===== src/rtl/bram_arb_pkg.sv =====
// Shared types and the round-robin pick helper for the block-RAM arbiter.
package bram_arb_pkg;

    localparam int unsigned MAX_REQ = 16;
    localparam int unsigned PTR_W   = 4;

    typedef enum logic {IDLE = 1'b0, LOCKED = 1'b1} arb_state_t;

    // One-hot grant of the first set bit of valid at or above ptr, wrapping at n.
    function automatic logic [MAX_REQ-1:0] rr_pick(input logic [MAX_REQ-1:0] valid,
                                                   input logic [PTR_W-1:0]   ptr,
                                                   input logic [PTR_W:0]     n);
        logic [MAX_REQ-1:0] gnt;
        logic               found;
        logic [PTR_W:0]     idx;
        gnt   = '0;
        found = 1'b0;
        for (int unsigned k = 0; k < MAX_REQ; k++) begin
            idx = {1'b0, ptr} + (PTR_W+1)'(k);
            if (idx >= n) idx = idx - n;
            if (!found && ((PTR_W+1)'(k) < n) && valid[idx[PTR_W-1:0]]) begin
                gnt[idx[PTR_W-1:0]] = 1'b1;
                found               = 1'b1;
            end
        end
        return gnt;
    endfunction

endpackage


===== src/rtl/arb_rr_core.sv =====
// Masked round-robin picker: one-hot grant plus its binary index.
module arb_rr_core
    import bram_arb_pkg::*;
#(
    parameter int unsigned NUM_REQ = 4
) (
    input  logic [NUM_REQ-1:0]         req_i,
    input  logic [NUM_REQ-1:0]         mask_i,
    input  logic [$clog2(NUM_REQ)-1:0] ptr_i,
    output logic [NUM_REQ-1:0]         gnt_o,
    output logic [$clog2(NUM_REQ)-1:0] idx_o
);

    localparam int unsigned IDX_W = $clog2(NUM_REQ);

    logic [MAX_REQ-1:0] pick;

    always_comb begin
        pick  = rr_pick(MAX_REQ'(req_i & mask_i), PTR_W'(ptr_i), (PTR_W+1)'(NUM_REQ));
        gnt_o = pick[NUM_REQ-1:0];
        idx_o = '0;
        for (int unsigned i = 0; i < MAX_REQ; i++) begin
            if (pick[i]) idx_o = IDX_W'(i);
        end
    end

endmodule


===== src/rtl/bram_rr_arbiter.sv =====
// Round-robin arbiter sharing one single-port BRAM, with optional grant lock.
// Define BRAM_ARB_CNT_EN to build saturating per-requester grant counters.
module bram_rr_arbiter
    import bram_arb_pkg::*;
#(
    parameter int unsigned NUM_REQ       = 4,
    parameter int unsigned RAM_WIDTH     = 8,
    parameter int unsigned RAM_ADDR_BITS = 13,
    parameter int unsigned CNT_WIDTH     = 16
) (
    input  logic                              clk_i,
    input  logic                              rst_i,
    input  logic [NUM_REQ-1:0]                req_valid_i,
    output logic [NUM_REQ-1:0]                req_ready_o,
    input  logic [NUM_REQ-1:0]                req_write_i,
    input  logic [NUM_REQ-1:0]                req_lock_i,
    input  logic [NUM_REQ*RAM_ADDR_BITS-1:0]  req_addr_i,
    input  logic [NUM_REQ*RAM_WIDTH-1:0]      req_wdata_i,
    output logic [NUM_REQ-1:0]                rsp_valid_o,
    output logic [RAM_WIDTH-1:0]              rsp_data_o,
    output logic                              ram_we_o,
    output logic                              ram_re_o,
    output logic [RAM_ADDR_BITS-1:0]          ram_addr_o,
    output logic [RAM_WIDTH-1:0]              ram_wdata_o,
    input  logic [RAM_WIDTH-1:0]              ram_rdata_i,
    output logic [NUM_REQ*CNT_WIDTH-1:0]      grant_cnt_o
);

    localparam int unsigned IDX_W = $clog2(NUM_REQ);

    arb_state_t           state_q;
    logic [IDX_W-1:0]     owner_q;
    logic [IDX_W-1:0]     rr_ptr_q;
    logic [NUM_REQ-1:0]   rsp_valid_q;
    logic [RAM_WIDTH-1:0] rsp_hold_q;

    logic [NUM_REQ-1:0]   mask;
    logic [NUM_REQ-1:0]   core_gnt;
    logic [NUM_REQ-1:0]   gnt;
    logic [IDX_W-1:0]     gidx;
    logic [IDX_W-1:0]     rr_ptr_d;
    logic                 accept;

    // While locked only the owner is eligible.
    always_comb begin
        mask = '1;
        if (state_q == LOCKED) begin
            mask          = '0;
            mask[owner_q] = 1'b1;
        end
    end

    arb_rr_core #(.NUM_REQ(NUM_REQ)) u_core (
        .req_i  (req_valid_i),
        .mask_i (mask),
        .ptr_i  (rr_ptr_q),
        .gnt_o  (core_gnt),
        .idx_o  (gidx)
    );

    always_comb begin
        gnt         = rst_i ? '0 : core_gnt;
        accept      = |gnt;
        ram_we_o    = accept &  req_write_i[gidx];
        ram_re_o    = accept & ~req_write_i[gidx];
        ram_addr_o  = accept ? req_addr_i[32'(gidx)*RAM_ADDR_BITS +: RAM_ADDR_BITS] : '0;
        ram_wdata_o = accept ? req_wdata_i[32'(gidx)*RAM_WIDTH +: RAM_WIDTH] : '0;
        rr_ptr_d    = (32'(gidx) == NUM_REQ - 1) ? '0 : gidx + IDX_W'(1);
        req_ready_o = gnt;
        rsp_valid_o = rsp_valid_q;
        rsp_data_o  = (|rsp_valid_q) ? ram_rdata_i : rsp_hold_q;
    end

    always_ff @(posedge clk_i) begin
        if (rst_i) begin
            state_q     <= IDLE;
            owner_q     <= '0;
            rr_ptr_q    <= '0;
            rsp_valid_q <= '0;
            rsp_hold_q  <= '0;
        end else begin
            rsp_valid_q <= gnt & ~req_write_i;
            if (|rsp_valid_q) rsp_hold_q <= ram_rdata_i;
            if (accept) begin
                rr_ptr_q <= rr_ptr_d;
                if (state_q == IDLE && req_lock_i[gidx]) begin
                    state_q <= LOCKED;
                    owner_q <= gidx;
                end else if (state_q == LOCKED && !req_lock_i[gidx]) begin
                    state_q <= IDLE;
                end
            end
        end
    end

`ifdef BRAM_ARB_CNT_EN
    logic [CNT_WIDTH-1:0] cnt_q [NUM_REQ];

    // Saturating accepted-beat counters.
    always_ff @(posedge clk_i) begin
        if (rst_i) begin
            for (int unsigned i = 0; i < NUM_REQ; i++) cnt_q[i] <= '0;
        end else begin
            for (int unsigned i = 0; i < NUM_REQ; i++) begin
                if (gnt[i] && cnt_q[i] != '1) cnt_q[i] <= cnt_q[i] + CNT_WIDTH'(1);
            end
        end
    end

    always_comb begin
        grant_cnt_o = '0;
        for (int unsigned i = 0; i < NUM_REQ; i++) grant_cnt_o[i*CNT_WIDTH +: CNT_WIDTH] = cnt_q[i];
    end
`else
    assign grant_cnt_o = '0;
`endif

endmodule


===== config.mk =====
export PLATFORM = sky130hd
export DESIGN_NAME = bram_rr_arbiter
export DESIGN_NICKNAME = d
export VERILOG_FILES = /design/src/rtl/bram_arb_pkg.sv /design/src/rtl/arb_rr_core.sv /design/src/rtl/bram_rr_arbiter.sv
export SDC_FILE = /design/constraint.sdc
export NUM_CORES = 1
export LEC_CHECK = 0
export ABC_AREA = 0
export BUFFER_PORTS_ARGS = -buffer_cell sky130_fd_sc_hd__buf_4
export CAP_MARGIN = 10
export CORE_AREA = 2 2 80 82
export CTS_BUF_LIST = sky130_fd_sc_hd__clkbuf_8 sky130_fd_sc_hd__clkbuf_16
export CTS_CLUSTER_DIAMETER = 80
export DETAILED_ROUTE_END_ITERATION = 6
export DIE_AREA = 0 0 82 84
export PLACE_DENSITY = 0.9
export RECOVER_POWER = 50
export SLEW_MARGIN = 20
export SYNTH_ARGS = -nofsm -noshare
export SYNTH_HDL_FRONTEND = slang
export SYNTH_SLANG_ARGS = --single-unit

===== constraint.sdc =====
create_clock -name clk_i -period 9.33 [get_ports clk_i]
set_clock_uncertainty 0.1 [all_clocks]
set_input_delay 1.866 -clock clk_i [delete_from_list [all_inputs] [get_ports clk_i]]
set_output_delay 1.866 -clock clk_i [all_outputs]
set_load 0.02 [all_outputs]

== Word-level counts from Yosys, hierarchy flattened ==
Index checks and enable logic that the tools add are counted.

* Equal/unequal tests: 1
* Magnitude comparators: 15
* Multipliers: 1
* Shifts and indexed selects: 2
* Add/subtract/negate cells: 8
* Reductions and logical operators: 19
* Divide/modulo/power cells: 0
* Bitwise logic cells: 10
* Mux-type cells: 56

{| class="wikitable"
|+ Operators by type and width
! cell !! number
|-
| $mux 16 || 4
|-
| $shiftx 52x7->13 || 1
|-
| $or 16x16->16 || 3
|-
| $shiftx 32x6->8 || 1
|-
| $mux 2 || 15
|-
| $mux 4 || 6
|-
| $lt 4x5->1 const B || 4
|-
| $mux 1 || 17
|-
| $bmux 1 s4 || 4
|-
| $demux 1 s4 || 4
|-
| $ge 4x1->1 const B || 4
|-
| $mux 8 || 2
|-
| $ge 5x3->1 const B || 3
|-
| $mux 13 || 1
|-
| $sub 4x3->4 const B || 3
|-
| $logic_and 1x1->1 || 10
|-
| $and 4x4->4 || 2
|-
| $reduce_or 4->1 || 2
|-
| $add 2x2->3 const B || 2
|-
| $lt 2x3->1 const B || 2
|-
| $mul 2x4->6 const B || 1
|-
| $bmux 1 s2 || 2
|-
| $logic_not 1->1 || 4
|-
| $not 4->4 || 1
|-
| 11 further kinds || 14
|}

* Bits in writable memories: 0
* Bits in registers: 17
* Output and inout bits: 103
* Input port bits: 106
* Memories: 0
* Memory bits (read-only): 0
* Bits in latches: 0
* Word-level logic and storage cells: 117

== Longest topological paths before layout ==
* Depth after elaboration: 39
* Mapped depth: 15
* Mapped depth without buffers: 14

== Cells and area by module ==
A second synthesis with hierarchy kept.

* Cells, all modules: 241
* Area total of the unflattened synthesis: 2412.3 um^2

{| class="wikitable"
|+ By module, submodules not included
! module !! sequential area each (um^2) !! cells an instance !! area an instance (um^2) !! instances
|-
| bram_rr_arbiter || 340.3 || 186 || 1933.1 || 1
|-
| arb_rr_core || 0.0 || 55 || 479.2 || 1
|}

== Least setup slack after synthesis ==
No wires, ideal clock.

* Path kind: input port to output port
* From: input req_valid_i[2]
* To: output ram_wdata_o[0]
* Path slack: 3187 ps
* Arrival: 4177 ps
* Data required time: 7364 ps
* Stages: 9
* Cells stage by stage: a21boi_1 > mux2i_1 > a211o_1 > o21a_2 > a221oi_1 > buf_2 > buf_4 > o221ai_1 > a211oi_1

* Word-level cells in the longest chain between the ends: 30
* Elaborated cells between the ends (all ways): 44

{| class="wikitable"
|+ Ends and longest elaborated chain
! what !! line !! RTL
|-
| start: declaration || bram_rr_arbiter.sv:13 || <nowiki>input logic [NUM_REQ-1:0] req_valid_i,</nowiki>
|-
| $and 4x4->4 (*) || arb_rr_core.sv:19 || <nowiki>pick = rr_pick(MAX_REQ'(req_i & mask_i), PTR_W'(ptr_i), (PTR_W+1)'(NUM_REQ));</nowiki>
|-
| $bmux 1 s4 || bram_arb_pkg.sv:21 || <nowiki>if (!found && ((PTR_W+1)'(k) < n) && valid[idx[PTR_W-1:0]]) begin</nowiki>
|-
| $mux 1 (implied by the code) || bram_arb_pkg.sv:21 ||
|-
| $mux 1 || bram_arb_pkg.sv:21 ||
|-
| $logic_not 1->1 || bram_arb_pkg.sv:21 ||
|-
| $logic_and 1x1->1 || bram_arb_pkg.sv:21 ||
|-
| $mux 1 || bram_arb_pkg.sv:21 ||
|-
| $logic_not 1->1 || bram_arb_pkg.sv:21 ||
|-
| $logic_and 1x1->1 || bram_arb_pkg.sv:21 ||
|-
| $mux 1 || bram_arb_pkg.sv:21 ||
|-
| $logic_not 1->1 || bram_arb_pkg.sv:21 ||
|-
| $logic_and 1x1->1 || bram_arb_pkg.sv:21 ||
|-
| $mux 16 (*) || bram_arb_pkg.sv:21 ||
|-
| $mux 1 || arb_rr_core.sv:23 || <nowiki>if (pick[i]) idx_o = IDX_W'(i);</nowiki>
|-
| $mux 2 (14 in a row) || arb_rr_core.sv:23 ||
|-
| $shiftx 32x6->8 || bram_rr_arbiter.sv:67 || <nowiki>ram_wdata_o = accept ? req_wdata_i[32'(gidx)*RAM_WIDTH +: RAM_WIDTH] : '0;</nowiki>
|-
| $mux 8 (*) || bram_rr_arbiter.sv:67 ||
|-
| end: declaration || bram_rr_arbiter.sv:24 || <nowiki>output logic [RAM_WIDTH-1:0] ram_wdata_o,</nowiki>
|}

Mark *: on every way between the ends. The rest lies on a longest branch, timed or not. The select of a mux whose other input is x is not followed.

== Final worst setup path ==
* From: input req_valid_i[2]
* To: output ram_addr_o[2]

* Word-level cells in the longest chain between the ends: 31
* Elaborated cells between the ends (all ways): 45

{| class="wikitable"
|+ Ends and longest elaborated chain
! what !! line !! RTL
|-
| $and 4x4->4 (*) || arb_rr_core.sv:19 ||
|-
| $bmux 1 s4 || bram_arb_pkg.sv:21 ||
|-
| $mux 1 (implied by the code) || bram_arb_pkg.sv:21 ||
|-
| $mux 1 || bram_arb_pkg.sv:21 ||
|-
| $logic_not 1->1 || bram_arb_pkg.sv:21 ||
|-
| $logic_and 1x1->1 || bram_arb_pkg.sv:21 ||
|-
| $mux 1 || bram_arb_pkg.sv:21 ||
|-
| $logic_not 1->1 || bram_arb_pkg.sv:21 ||
|-
| (+2 left out) || - ||
|-
| $logic_not 1->1 || bram_arb_pkg.sv:21 ||
|-
| $logic_and 1x1->1 || bram_arb_pkg.sv:21 ||
|-
| $mux 16 (*) || bram_arb_pkg.sv:21 ||
|-
| $mux 1 || arb_rr_core.sv:23 ||
|-
| $mux 2 (14 in a row) || arb_rr_core.sv:23 ||
|-
| $mul 2x4->6 || bram_rr_arbiter.sv:66 || <nowiki>ram_addr_o = accept ? req_addr_i[32'(gidx)*RAM_ADDR_BITS +: RAM_ADDR_BITS] : '0;</nowiki>
|-
| $shiftx 52x7->13 || bram_rr_arbiter.sv:66 ||
|-
| $mux 13 (*) || bram_rr_arbiter.sv:66 ||
|-
| end: declaration || bram_rr_arbiter.sv:23 || <nowiki>output logic [RAM_ADDR_BITS-1:0] ram_addr_o,</nowiki>
|}

Marked as above.

==> metrics.md <==
| Metric | Value |
|---|---|
| Post-Synth Adder-Cell Area | 0.04983 |
| CP Data Required Time | roughly 7400 ps |
| 1st-iter DRT viols | 66 |
| Largest net degree at the start of global routing | 32 |
| Die area | 6888 sq um |
| IO buf count | about 140 |
| Nets | 541 |
| Fin Hold WS | ~470 ps |
| DR DRC count | 0 |
| CTS tree | yes |
| Top cells by area, synth | buf_4, dfxtp_1, o221ai_1 |
| Relative max-transition margin | 0.1253 |
| CP peak stage delay | ~1000 ps |
| Syn-to-layout area delta | 38.65% |
| Hold-critical path depth | 2 |
| Global-route wire length before repair | ~11000 microns |
| Yosys reg bits | 17 |
| Outcome | complete, no violations |
| Post-synthesis simple-gate area fraction | 0.1744 |
| Minimum clock period | roughly 8100 ps |
| Post-synth top cells | buf_4, nand2_1, nor2_1, o221ai_1, a211oi_1 |
| Layout cell share with drive strength beyond 1 | 0.3529 |
| Crit path DAT | 6100 ps |
| CP Buf/Inv Count | 2 |
| Slew Limit Fails | 0 |
| Largest family of logic cells by synthesized area | compound AO/OA/AOI/OAI gates |
| Tcrit/Tclk final | 0.8643 |
| # rows | 29 |
| CP Class | in -> out |
| CP startpoint kind | input port |
| Leading area contributor after synthesis | buf_4 |
| Number of I/O pins | 209 |
| Die width | just over 80 microns |
| GPL Wtd Cong | 0.7950 |
| RSZ-0062 raised after global routing | no |
| Clock buffer depth | 2 |
| Multi-input gate area | ~1600 sq um |
| Number of library cell types mapped by synthesis | 43 |
| Via Count | 2450 |
| Antenna diode count | 0 |
| Max Cap Viol | 0 |
| Core area | ~6100 sq um |
| FFs w/ async S/R, synth | 0 |
| Layout fillers | just under 600 |
| Final hold vios | 0 |
| Drt wl/cell | 14.32 microns |
| Total congestion overflow | 0 |
| Final setup viols | 0 |
| CP Max Fanout | 23 |
| Tot GR Track Use | 0.1917 |
| Sequential Area | about 340 sq um |
| Power Dens Cells | about 410 nW/um^2 |
| # clock sinks | 17 |
| R2R cell count | 13 |
| Leakage | between 1.5 and 2 nW |
| Post-synthesis cell count | 292 |
| CTS H-tree depth | 1 |
| Max frequency | between 100 and 150 MHz |
| Initial antenna violation count | 0 |
| CP dominant cell by count | or3_1 |
| DRT Wirelength | 7189 microns |
| Worst Tran Pin Value | approximately 1300 ps |
| Min-delay worst type | reg -> reg |
| Register area share after synthesis | 0.1506 |
| Post-synth EDFFs | 0 |
| Worst IR drop on VDD | 228.5 uV |
| Post-CTS Setup Bufs | 0 |
| Mapped Avg Cell Area | just under 8 sq um |
| Post-synth top flop | dfxtp_1 |
| Vias in the first global route | 2263 |
| Setup crit end kind | output port |
| Final antenna-violating net count | 0 |
| Die height | 84 microns |
| HPWL Detailed | about 5800 microns |
| CTS buffer count | 3 |
| Worst-path cell chain | clkbuf_4 -> a21boi_0 -> mux2i_1 -> or3_1 -> a221oi_1 -> a221o_1 -> or3_1 -> nor2_1 -> a211oi_1 -> buf_4 |
| Top cell type's share of synthesized area | 0.2193 |
| Clk Latency, worst-skew pair | 250 ps |
| Vias per cell | 4.880 |
| TNS Setup | 0 ps |
| Multiplexer area fraction after synthesis | 0.09025 |
| Top-count cell post-synth | buf_4 |
| Yosys warnings | 0 |
| CTS Root Cell | clkbuf_8 |
| Synth Area in Compound Gates | 0.2669 |
| Post-cts resize count | 0 |
| Post-Syn Area | 2260 sq um |
| Instance count on the critical path | 10 |
| Worst path slowest cell | a221oi_1 |
| Top delay family on crit path | compound AO/OA/AOI/OAI gates |
| Clk pin slew, worst setup/hold paths | about 70 ps |
| Hold buffers post-CTS | 0 |
| Initial Util | 0.3707 |
| Drt pass-1 iters | 4 |
| Post-synthesis xor/xnor area fraction | 0 |
==> metrics by stage <==
step	setup WS [ps]	util	instance area, sq um	power [W]	cells
3_5_place_dp	1899	0.5183	3159	0.001277	498
3_3_place_gp	2044	0.5183	3159	0.001249	498
5_1_grt	885.1	0.5140	3133	0.001408	502
2_1_floorplan	3187	-	2496	0.0009400	355
4_1_cts	1895	0.5259	3206	0.001334	502
6_report	1266	0.5140	3133	0.001297	502
==> final timing paths <==
check                       from            end  slack [ps]
setup / recovery  req_valid_i[2]  ram_addr_o[2]        1270
hold / removal        owner_q[1]     owner_q[1]         470
setup reg to reg     rr_ptr_q[0]     owner_q[1]        4300
hold reg to reg       owner_q[1]     owner_q[1]         470
==> layer usage <==
layer | part of all wire | up-vias | GRT usage
met4 | 0.014 | 0 | 0.05606
met3 | 0.076 | 8 | 0.01623
met1 | 0.37 | 1121 | 0.2143
met5 | 0 | - | 0
li1 | - | 1202 | -
met2 | 0.54 | 119 | 0.3695
==> area by class of cell <==
class                      instances  area share
multi-input combinational        249      0.4996
timing repair buffer             147      0.3367
sequential                        17      0.1086
tap                               77     0.03075
clock buffer                       3     0.01318
inverter                           8    0.009585
clock inverter                     1    0.001597
==> worst register-to-register path, stage by stage, from the launching register on <==
cell and delay (ps):
dfxtp_1 520, inv_1 230, ha_1 390, or3_1 380, a221oi_1 1040, a221oi_4 160, clkbuf_1 590, o21ai_0 460
mux2i_1 260, ha_1 190, inv_1 40, a41oi_1 260, nor2_1 70, a311oi_1 240
==> placed cells by master, fill, tap and decap left out, drive strengths merged, types with 9 or more instances in the layout <==
master	count
a211oi	21
buf	127
clkbuf	23
conb	64
dfxtp	17
ha	9
mux2	9
nand2	29
nor2	29
nor2b	9
o221ai	22
==> report_power, final <==
| group | internal (W) | switching [W] | total [W] |
|---|---|---|---|
| combinational | 0.000440 | 0.000687 | 0.00113 |
| sequential | 0.0000954 | 0.0000199 | 0.000115 |
| clock | 0.0000296 | 0.0000253 | 0.0000549 |
==> cell families (layout without fill, tap and decap cells) <==
group | after synthesis | in the layout
other | 1 | 64
buffers and inverters | 89 | 159
flip-flops | 17 | 17
adder cells (fa/ha/maj) | 9 | 9
AO/OA/AOI/OAI | 71 | 71
AND/OR/NAND/NOR | 87 | 87
multiplexers | 18 | 18
==> sequential cells by signal, summed over array words and instances (netlist names) <==
| signal | cells |
|---|---|
| rsp_hold_q | 8 |
| rsp_valid_o | 4 |
| owner_q | 2 |
| state_q | 1 |
| rr_ptr_q | 2 |
Note: power is estimated with default switching activity, not from simulation.
